`src/rtl/fetch_ctrl.sv`:
```
// Instruction-fetch controller: sequences the PC register, runs a single-outstanding
// imem request/ack handshake and holds the fetched word in a one-entry output slot.
module fetch_ctrl #(
    parameter int            N        = 32,
    parameter logic [N-1:0]  RESET_PC = '0
) (
    input  logic         CLK,
    input  logic         RST,
    input  logic [N-1:0] pc,
    output logic         n_EN,
    output logic [N-1:0] pc_next,
    input  logic         stall,
    input  logic         redirect_valid,
    input  logic [N-1:0] redirect_pc,
    output logic         imem_req,
    output logic [N-1:0] imem_addr,
    input  logic         imem_ack,
    input  logic [31:0]  imem_rdata,
    output logic         instr_valid,
    output logic [31:0]  instr,
    output logic [N-1:0] instr_pc
);

    typedef enum logic [1:0] {BOOT, RUN, WAIT, DROP} state_t;

    state_t       state;
    state_t       state_nxt;
    logic [N-1:0] hold_addr;
    logic [N-1:0] pc_inc;
    logic         slot_free;
    logic         consume;
    logic         capture;
    logic         squash;
    logic         load_hold;

    assign pc_inc    = pc + N'(4);
    assign slot_free = ~instr_valid | ~stall;
    assign consume   = instr_valid & ~stall;

    // PC sequencing and the memory handshake are combinational so a redirect or ack
    // reaches the PC register in the same cycle it arrives.
    always_comb begin
        n_EN      = 1'b1;
        pc_next   = pc_inc;
        imem_req  = 1'b0;
        imem_addr = pc;
        capture   = 1'b0;
        squash    = 1'b0;
        load_hold = 1'b0;
        state_nxt = state;
        if (!RST) begin
            case (state)
                BOOT: begin
                    n_EN      = 1'b0;
                    pc_next   = RESET_PC;
                    state_nxt = RUN;
                end
                RUN: begin
                    imem_req = slot_free & ~redirect_valid;
                    if (redirect_valid) begin
                        n_EN    = 1'b0;
                        pc_next = redirect_pc;
                        squash  = 1'b1;
                    end else if (imem_req && imem_ack) begin
                        capture = 1'b1;
                        n_EN    = 1'b0;
                    end else if (imem_req) begin
                        state_nxt = WAIT;
                    end
                end
                WAIT: begin
                    imem_req = 1'b1;
                    if (redirect_valid) begin
                        n_EN    = 1'b0;
                        pc_next = redirect_pc;
                        if (imem_ack) begin
                            state_nxt = RUN;
                        end else begin
                            load_hold = 1'b1;
                            state_nxt = DROP;
                        end
                    end else if (imem_ack) begin
                        capture   = 1'b1;
                        n_EN      = 1'b0;
                        state_nxt = RUN;
                    end
                end
                DROP: begin
                    // The abandoned request must complete at its original address.
                    imem_req  = 1'b1;
                    imem_addr = hold_addr;
                    if (redirect_valid) begin
                        n_EN    = 1'b0;
                        pc_next = redirect_pc;
                    end
                    if (imem_ack) state_nxt = RUN;
                end
                default: ;
            endcase
        end
    end

    always_ff @(posedge CLK) begin
        if (RST) begin
            state       <= BOOT;
            instr_valid <= 1'b0;
            instr       <= '0;
            instr_pc    <= '0;
            hold_addr   <= '0;
        end else begin
            state <= state_nxt;
            if (load_hold) hold_addr <= pc;
            if (capture) begin
                instr_valid <= 1'b1;
                instr       <= imem_rdata;
                instr_pc    <= pc;
            end else if (squash || consume) begin
                instr_valid <= 1'b0;
            end
        end
    end

endmodule

```
`config.mk`:
```
export PLATFORM = sky130hd
export DESIGN_NAME = fetch_ctrl
export DESIGN_NICKNAME = d
export VERILOG_FILES = /design/src/rtl/fetch_ctrl.sv
export SDC_FILE = /design/constraint.sdc
export NUM_CORES = 1
export LEC_CHECK = 0
export CAP_MARGIN = 20
export CORE_MARGIN = 3
export CORE_UTILIZATION = 45
export DETAILED_ROUTE_END_ITERATION = 7
export GPL_TIMING_DRIVEN = 0
export PLACE_DENSITY = 0.95
export SYNTH_ARGS = -nofsm -noshare
export SYNTH_HDL_FRONTEND = slang
export SYNTH_SLANG_ARGS = --single-unit
export TNS_END_PERCENT = 30
```
`constraint.sdc`:
```
create_clock -name CLK -period 5.25 [get_ports CLK]
set_input_delay 1.05 -clock CLK [delete_from_list [all_inputs] [get_ports CLK]]
set_output_delay 1.05 -clock CLK [all_outputs]
set_load 0.01 [all_outputs]
```
==> results of run 1 <==
==> flip-flops by register name, summed over array words and instances (netlist names) <==
name / cells
state: 2
instr_pc: 32
instr_valid: 1
hold_addr: 32
instr: 32
==> layout make-up <==
class | count | area, um^2
Buffer | 44 | 210
Clock buffer | 10 | 128
Clock inverter | 6 | 63.8
Fill cell | 843 | 3200
Inverter | 8 | 30.0
Multi-Input combinational cell | 448 | 2830
Sequential cell | 99 | 1980
Tap cell | 140 | 175
Timing Repair Buffer | 227 | 2270
==> how the worst max path moves through the flow <==
stage	from	to	cells after the start
2_1_floorplan	pc[5]	pc_next[19]	8
3_3_place_gp	redirect_valid	pc_next[17]	8
3_5_place_dp	redirect_valid	pc_next[20]	8
4_1_cts	redirect_valid	pc_next[20]	8
5_1_grt	redirect_valid	pc_next[20]	8
6_report	redirect_valid	pc_next[20]	8
==> cells by family after synthesis <==
family	after synthesis	synth area share [%]
xor gates and xnor gates	28	4.86
DFF	99	39.3
adders and majority gates	6	1.49
buffers and inverters	52	4.76
muxes	93	19.2
AOI/OAI and AO/OA	88	9.12
and+or+nand+nor	233	21.4
==> tightest hold or removal path, delay by kind of cell, from the launching register on <==
family / cells / cell delay (ns)
and+or+nand+nor: 1 / 0.05
AOI/OAI and AO/OA: 1 / 0.06
DFF: 1 / 0.32
==> per-layer routing <==
metal / vias to the layer above / share of wire, %
met4: 0 / 2.6
met1: 2436 / 39
met2: 212 / 50
met3: 32 / 8.6
met5: - / 0
li1: 2495 / -
==> through the flow <==
stage	instance area, um^2	hold WS [ns]	power (uW)	setup slack, ns	std cells
finish	7690	0.464	2090	0.371	982
global route	7690	0.481	2200	0.259	982
CTS	7690	0.465	2110	0.430	982
detailed placement	7500	0.449	1620	0.438	966
global placement	7500	0.440	1590	0.516	966
floorplan	5050	0.432	1210	1.93	599
==> cell usage after synthesis, drive strengths merged, types with 8 or more instances <==
cell type    n
xnor2       17
nand3       16
xor2        11
buf         22
mux2i       64
o21ai       64
mux2        29
nand2      105
dfxtp       99
nor2        75
clkbuf      22
nor3         8
a21oi       16
==> power by group through the flow <==
stage / Sequential (uW) / Clock [uW] / Combinational [uW]
after floorplan: 862 / 0 / 351
after CTS: 834 / 503 / 769
after detailed placement: 851 / 0 / 766
after global routing: 841 / 529 / 827
final: 834 / 493 / 766
after global placement: 848 / 0 / 747
==> qor.yml, run 1 <==
status: "finished, final reports clean"
swShare_pct: 32.2
use_met1_pct: 30.3
fin_tns_setup_ns: 0
cp_max_fo: 10
ys_seq_area_share_pct: 39.3
drtPass1Iterations: 4
cts_buffers: 9
pwr-share-comb_pct: 36.6
final_common_cell: "clkdlybuf4s50_1"
die_area_mm2: 0.0125
diodes: 0
end_kind: "output pin"
drive_above_1_share_pct: 9.03
gr-usage-all-layers_pct: 26.3
critPathTopFamily: "buffers and inverters"
area_growth_pct: 52.3
die_x_um: 112
vias: 5175
start_util_pct: 46.4
port_buffers: 227
final_antenna_net_count: 0
top_usage_layer: "met2"
wl_um: 16800
placement_rows: 38
setup_viol: 0
grt_start_max_net_pins: 17
netlist_area_mm2: 0.00505
slowest_delay_ns: 0.61
crit_type: "primary input to output pin"
clock_latency_ns: 0.37
start_kind: "primary input"
max-vdd-ir-drop_uv: 191
wire_per_inst_um: 17.1
fin_worst_skew_ns: 0.00954
crit_required_ns: 4.20
clockPowerShare_pct: 23.6
core_mm2: 0.0109
r2r_slack_ns: 3.17
postCtsSetupRepairBufs: 0
syn_nets: 706
rsz0062_at_grt: "no"
hold_class: "flop to flop"
synthCells: 599
finalHoldViolations: 0
seqPwrFrac_pct: 39.8
cts.path.max_buffers: 2
cts_max_level: 3
synth_edf_count: 0
cts_root_buffer: "clkbuf_8"
finalCriticalPeriod_ns: 4.88
power.switching_uw: 673
drc: 0
path_buf_inv: 4
final_cell_mix: "227 x clkdlybuf4s50_1, 104 x nand2_1, 99 x dfxtp_1, 75 x nor2_1, 64 x mux2i_1"
grt_antenna_before_repair: 0
place_congestion: 0.847
worst_pin_slew_ns: 1.00
synth.area.top_cells: "dfxtp_1 39%, mux2i_1 13%, nand2_1 7.7%"
whs_path_depth: 2
hpwlAfterDp_um: 13200
p_int_uw: 1420
grt_overflow: 0
grt_pass1_wl_um: 26700
met3_usage_pct: 7.50
globalRouteMet2Util_pct: 45.5
die_h_um: 112
cp_slowest_cell: "clkdlybuf4s50_1"
maxCapViolations: 0
cts_sinks: 99
power_density_mw_per_mm2: 272
synth-seq-cells: 99
leakagePower_uw: 0.00265
cts_tree: "built"
nNetsFinal: 944
cts_resized: 0
drtIter0Drc: 239
ioPinCount: 232
slew_violations: 0
final_util_pct: 70.6
postSynthAreaPerCell_um2: 8.43
synth_cell_type_count: 41
synth_top_area_share_pct: 39.3
slew_headroom_pct: 32.6
period_share_pct: 92.9
cp_cell_sequence: "clkdlybuf4s50_1, nor2b_1, nor2b_1, clkbuf_1, clkbuf_1, nand2_1, o21ai_0, clkdlybuf4s50_1"
clk_pin_slew_ns: 0.10
r2r_start: "state[0]"
holdBufCountCts: 0
ys.flop_type: "dfxtp_1"
grt_pass1_vias: 5192
async_reset_ff_share_pct: 0
crit_arrival_ns: 3.83
reg2reg_depth: 8
hold_end: "hold_addr[12]"
yosysTopAreaCell: "dfxtp_1"
ys.warnings.count: 0
r2r-end: "instr_pc[20]"
min_from: "hold_addr[12]"
routed_via_density: 5.27
max_freq_ghz: 0.205
No activity file was read; power rests on OpenSTA's default activity.
==> inputs of run 2 (changes only) <==
--- a/config.mk
+++ b/config.mk
@@ -9,7 +9,6 @@
 export CORE_MARGIN = 3
 export CORE_UTILIZATION = 45
 export DETAILED_ROUTE_END_ITERATION = 7
-export GPL_TIMING_DRIVEN = 0
 export PLACE_DENSITY = 0.95
 export SYNTH_ARGS = -nofsm -noshare
 export SYNTH_HDL_FRONTEND = slang
==> qor.yml, run 2 (synthesis gave the netlist of run 1 again) <==
status: "finished, final reports clean"  # unchanged
power_uw: 2080  # was 2090 uW
grt_start_max_net_pins: 65  # was 17
met3_usage_pct: 7.55  # was 7.50%
cts_buffers: 9  # unchanged
core_mm2: 0.0109  # unchanged
start_kind: "primary input"  # unchanged
max-vdd-ir-drop_uv: 163  # was 191 uV
max_freq_ghz: 0.215  # was 0.205 GHz
power_density_mw_per_mm2: 273  # was 272 mW/mm^2
finalCriticalPeriod_ns: 4.65  # was 4.88 ns
critPathTopFamily: "buffers and inverters"  # unchanged
use_met1_pct: 29.2  # was 30.3%
slowest_delay_ns: 0.79  # was 0.61 ns
die_h_um: 112  # unchanged
cts_resized: 0  # unchanged
setup_viol: 0  # unchanged
final_antenna_net_count: 0  # unchanged
top_usage_layer: "met2"  # unchanged
port_buffers: 231  # was 227
period_share_pct: 88.7  # was 92.9%
stdcell_area_mm2: 0.00761  # was 0.00769 mm^2
area_growth_pct: 50.7  # was 52.3%
crit_arrival_ns: 3.60  # was 3.83 ns
worst_pin_slew_ns: 0.992  # was 1.00 ns
end_kind: "output pin"  # unchanged
place_congestion: 0.805  # was 0.847
globalRouteMet2Util_pct: 43.6  # was 45.5%
die_area_mm2: 0.0125  # unchanged
placement_rows: 38  # unchanged
cts_sinks: 99  # unchanged
ioPinCount: 232  # unchanged
gr-usage-all-layers_pct: 25.2  # was 26.3%
drtPass1Iterations: 4  # unchanged
diodes: 0  # unchanged
leakagePower_uw: 0.00257  # was 0.00265 uW
start_util_pct: 46.4  # unchanged
cp_slowest_cell: "o21ai_0"  # was clkdlybuf4s50_1
path_buf_inv: 3  # was 4
seq_area_mm2: 0.00198  # unchanged
routed_via_density: 5.28  # was 5.27
clock_latency_ns: 0.37  # about the same
wl_um: 16000  # was 16800 um
multi_input_comb_area_mm2: 0.00285  # was 0.00283 mm^2
drive_above_1_share_pct: 8.29  # was 9.03%
fillers: 845  # was 843
grt_antenna_before_repair: 0  # unchanged
maxCapViolations: 0  # unchanged
drtIter0Drc: 320  # was 239
fin_worst_skew_ns: 0.0127  # was 0.00954 ns
nNetsFinal: 910  # was 944
grt_pass1_vias: 5103  # was 5192
die_x_um: 112  # unchanged
cts.path.max_buffers: 2  # unchanged
cp_max_fo: 10  # unchanged
hpwlAfterDp_um: 12000  # was 13200 um
cts_tree: "built"  # unchanged
hold_class: "flop to flop"  # unchanged
cts_max_level: 3  # unchanged
place_area_mm2: 0.00742  # was 0.00750 mm^2
top_regs: "hold_addr: 32 flops, instr: 32 flops, instr_pc: 32 flops"  # unchanged
crit_required_ns: 4.20  # about the same
wire_per_inst_um: 16.9  # was 17.1 um
final_cell_mix: "230 x clkdlybuf4s50_1, 104 x nand2_1, 99 x dfxtp_1, 74 x nor2_1, 64 x mux2i_1"  # was 227 x clkdlybuf4s50_1, 104 x nand2_1, 99 x dfxtp_1, 75 x nor2_1, 64 x mux2i_1
worst_slack_ns: 0.596  # was 0.371 ns
vias: 5002  # was 5175
grt_pass1_wl_um: 25800  # was 26700 um
postCtsSetupRepairBufs: 0  # unchanged
clk_pin_slew_ns: 0.09  # was 0.10 ns
rsz0062_at_grt: "no"  # unchanged
grt_overflow: 0  # unchanged
cts_root_buffer: "clkbuf_8"  # unchanged
drc: 0  # unchanged
fin_tns_setup_ns: 0  # unchanged
holdBufCountCts: 0  # unchanged
finalHoldViolations: 0  # unchanged
cp_cell_sequence: "clkdlybuf4s50_1, buf_4, o21ai_0, a21oi_1, a21oi_1, clkdlybuf4s50_1"  # was clkdlybuf4s50_1, nor2b_1, nor2b_1, clkbuf_1, clkbuf_1, nand2_1, o21ai_0, clkdlybuf4s50_1
slew_violations: 0  # unchanged
final_common_cell: "clkdlybuf4s50_1"  # unchanged
crit_type: "primary input to output pin"  # unchanged
slew_headroom_pct: 33.2  # was 32.6%
place_ws_ns: 0.616  # was 0.438 ns
==> run 2: changes by cell type in the layout (fill, tap and decap cells not counted), moves of 2 or more <==
cell | previous run | this run
clkdlybuf4s50_1 | 227 | 230
buf_12 | 0 | 2
clkinv_4 | 0 | 2
inv_6 | 1 | 3
buf_2 | 14 | 1
clkinv_2 | 2 | 0
clkbuf_1 | 22 | 0
clkinvlp_4 | 2 | 0
nor2b_1 | 4 | 2
buf_4 | 7 | 4
==> run 2: cell type report <==
class	count	share of cell area, %
clock inverter	6	0.724
clock buffer	10	1.81
inverter	8	0.395
timing repair buffer	237	31.2
sequential	99	26.0
multi-input combinational	448	37.5
tap	140	2.30
==> run 2: final timing paths <==
kind	start	to	slack, ns	cells after the start
setup / recovery	redirect_valid	pc_next[23]	0.60	6
hold / removal	hold_addr[0]	hold_addr[0]	0.46	2
setup reg to reg	state[0]	instr_pc[5]	2.73	7
hold reg to reg	hold_addr[0]	hold_addr[0]	0.46	2
==> run 2: through the flow <==
| stage | util (%) | cells | hold slack (ns) |
|---|---|---|---|
| floorplan | - | 599 | 0.432 |
| global placement | 68.1 | 932 | 0.440 |
| detailed placement | 68.1 | 932 | 0.451 |
| CTS | 69.9 | 948 | 0.467 |
| global route | 69.9 | 948 | 0.488 |
| finish | 69.9 | 948 | 0.462 |
==> run 2: worst min-delay path, cell delays in order, from the launching register on <==
cell and delay, ns:
dfxtp_1 0.32, nand2_1 0.05, o21ai_0 0.06
==> run 2: metal layers <==
metal  routed length, um  up-vias
met5                   0        -
met1                6480     2330
met4                 332        0
met3                1330       30
met2                7880      210
li1                    -     2432
==> run 2: report_power, final <==
group	leakage (uW)	total, uW	switching, uW	internal [uW]
registers	0.000799	834	32.5	802
clock network	0.0000998	486	290	196
logic	0.00167	758	362	396
total	0.00257	2080	685	1390
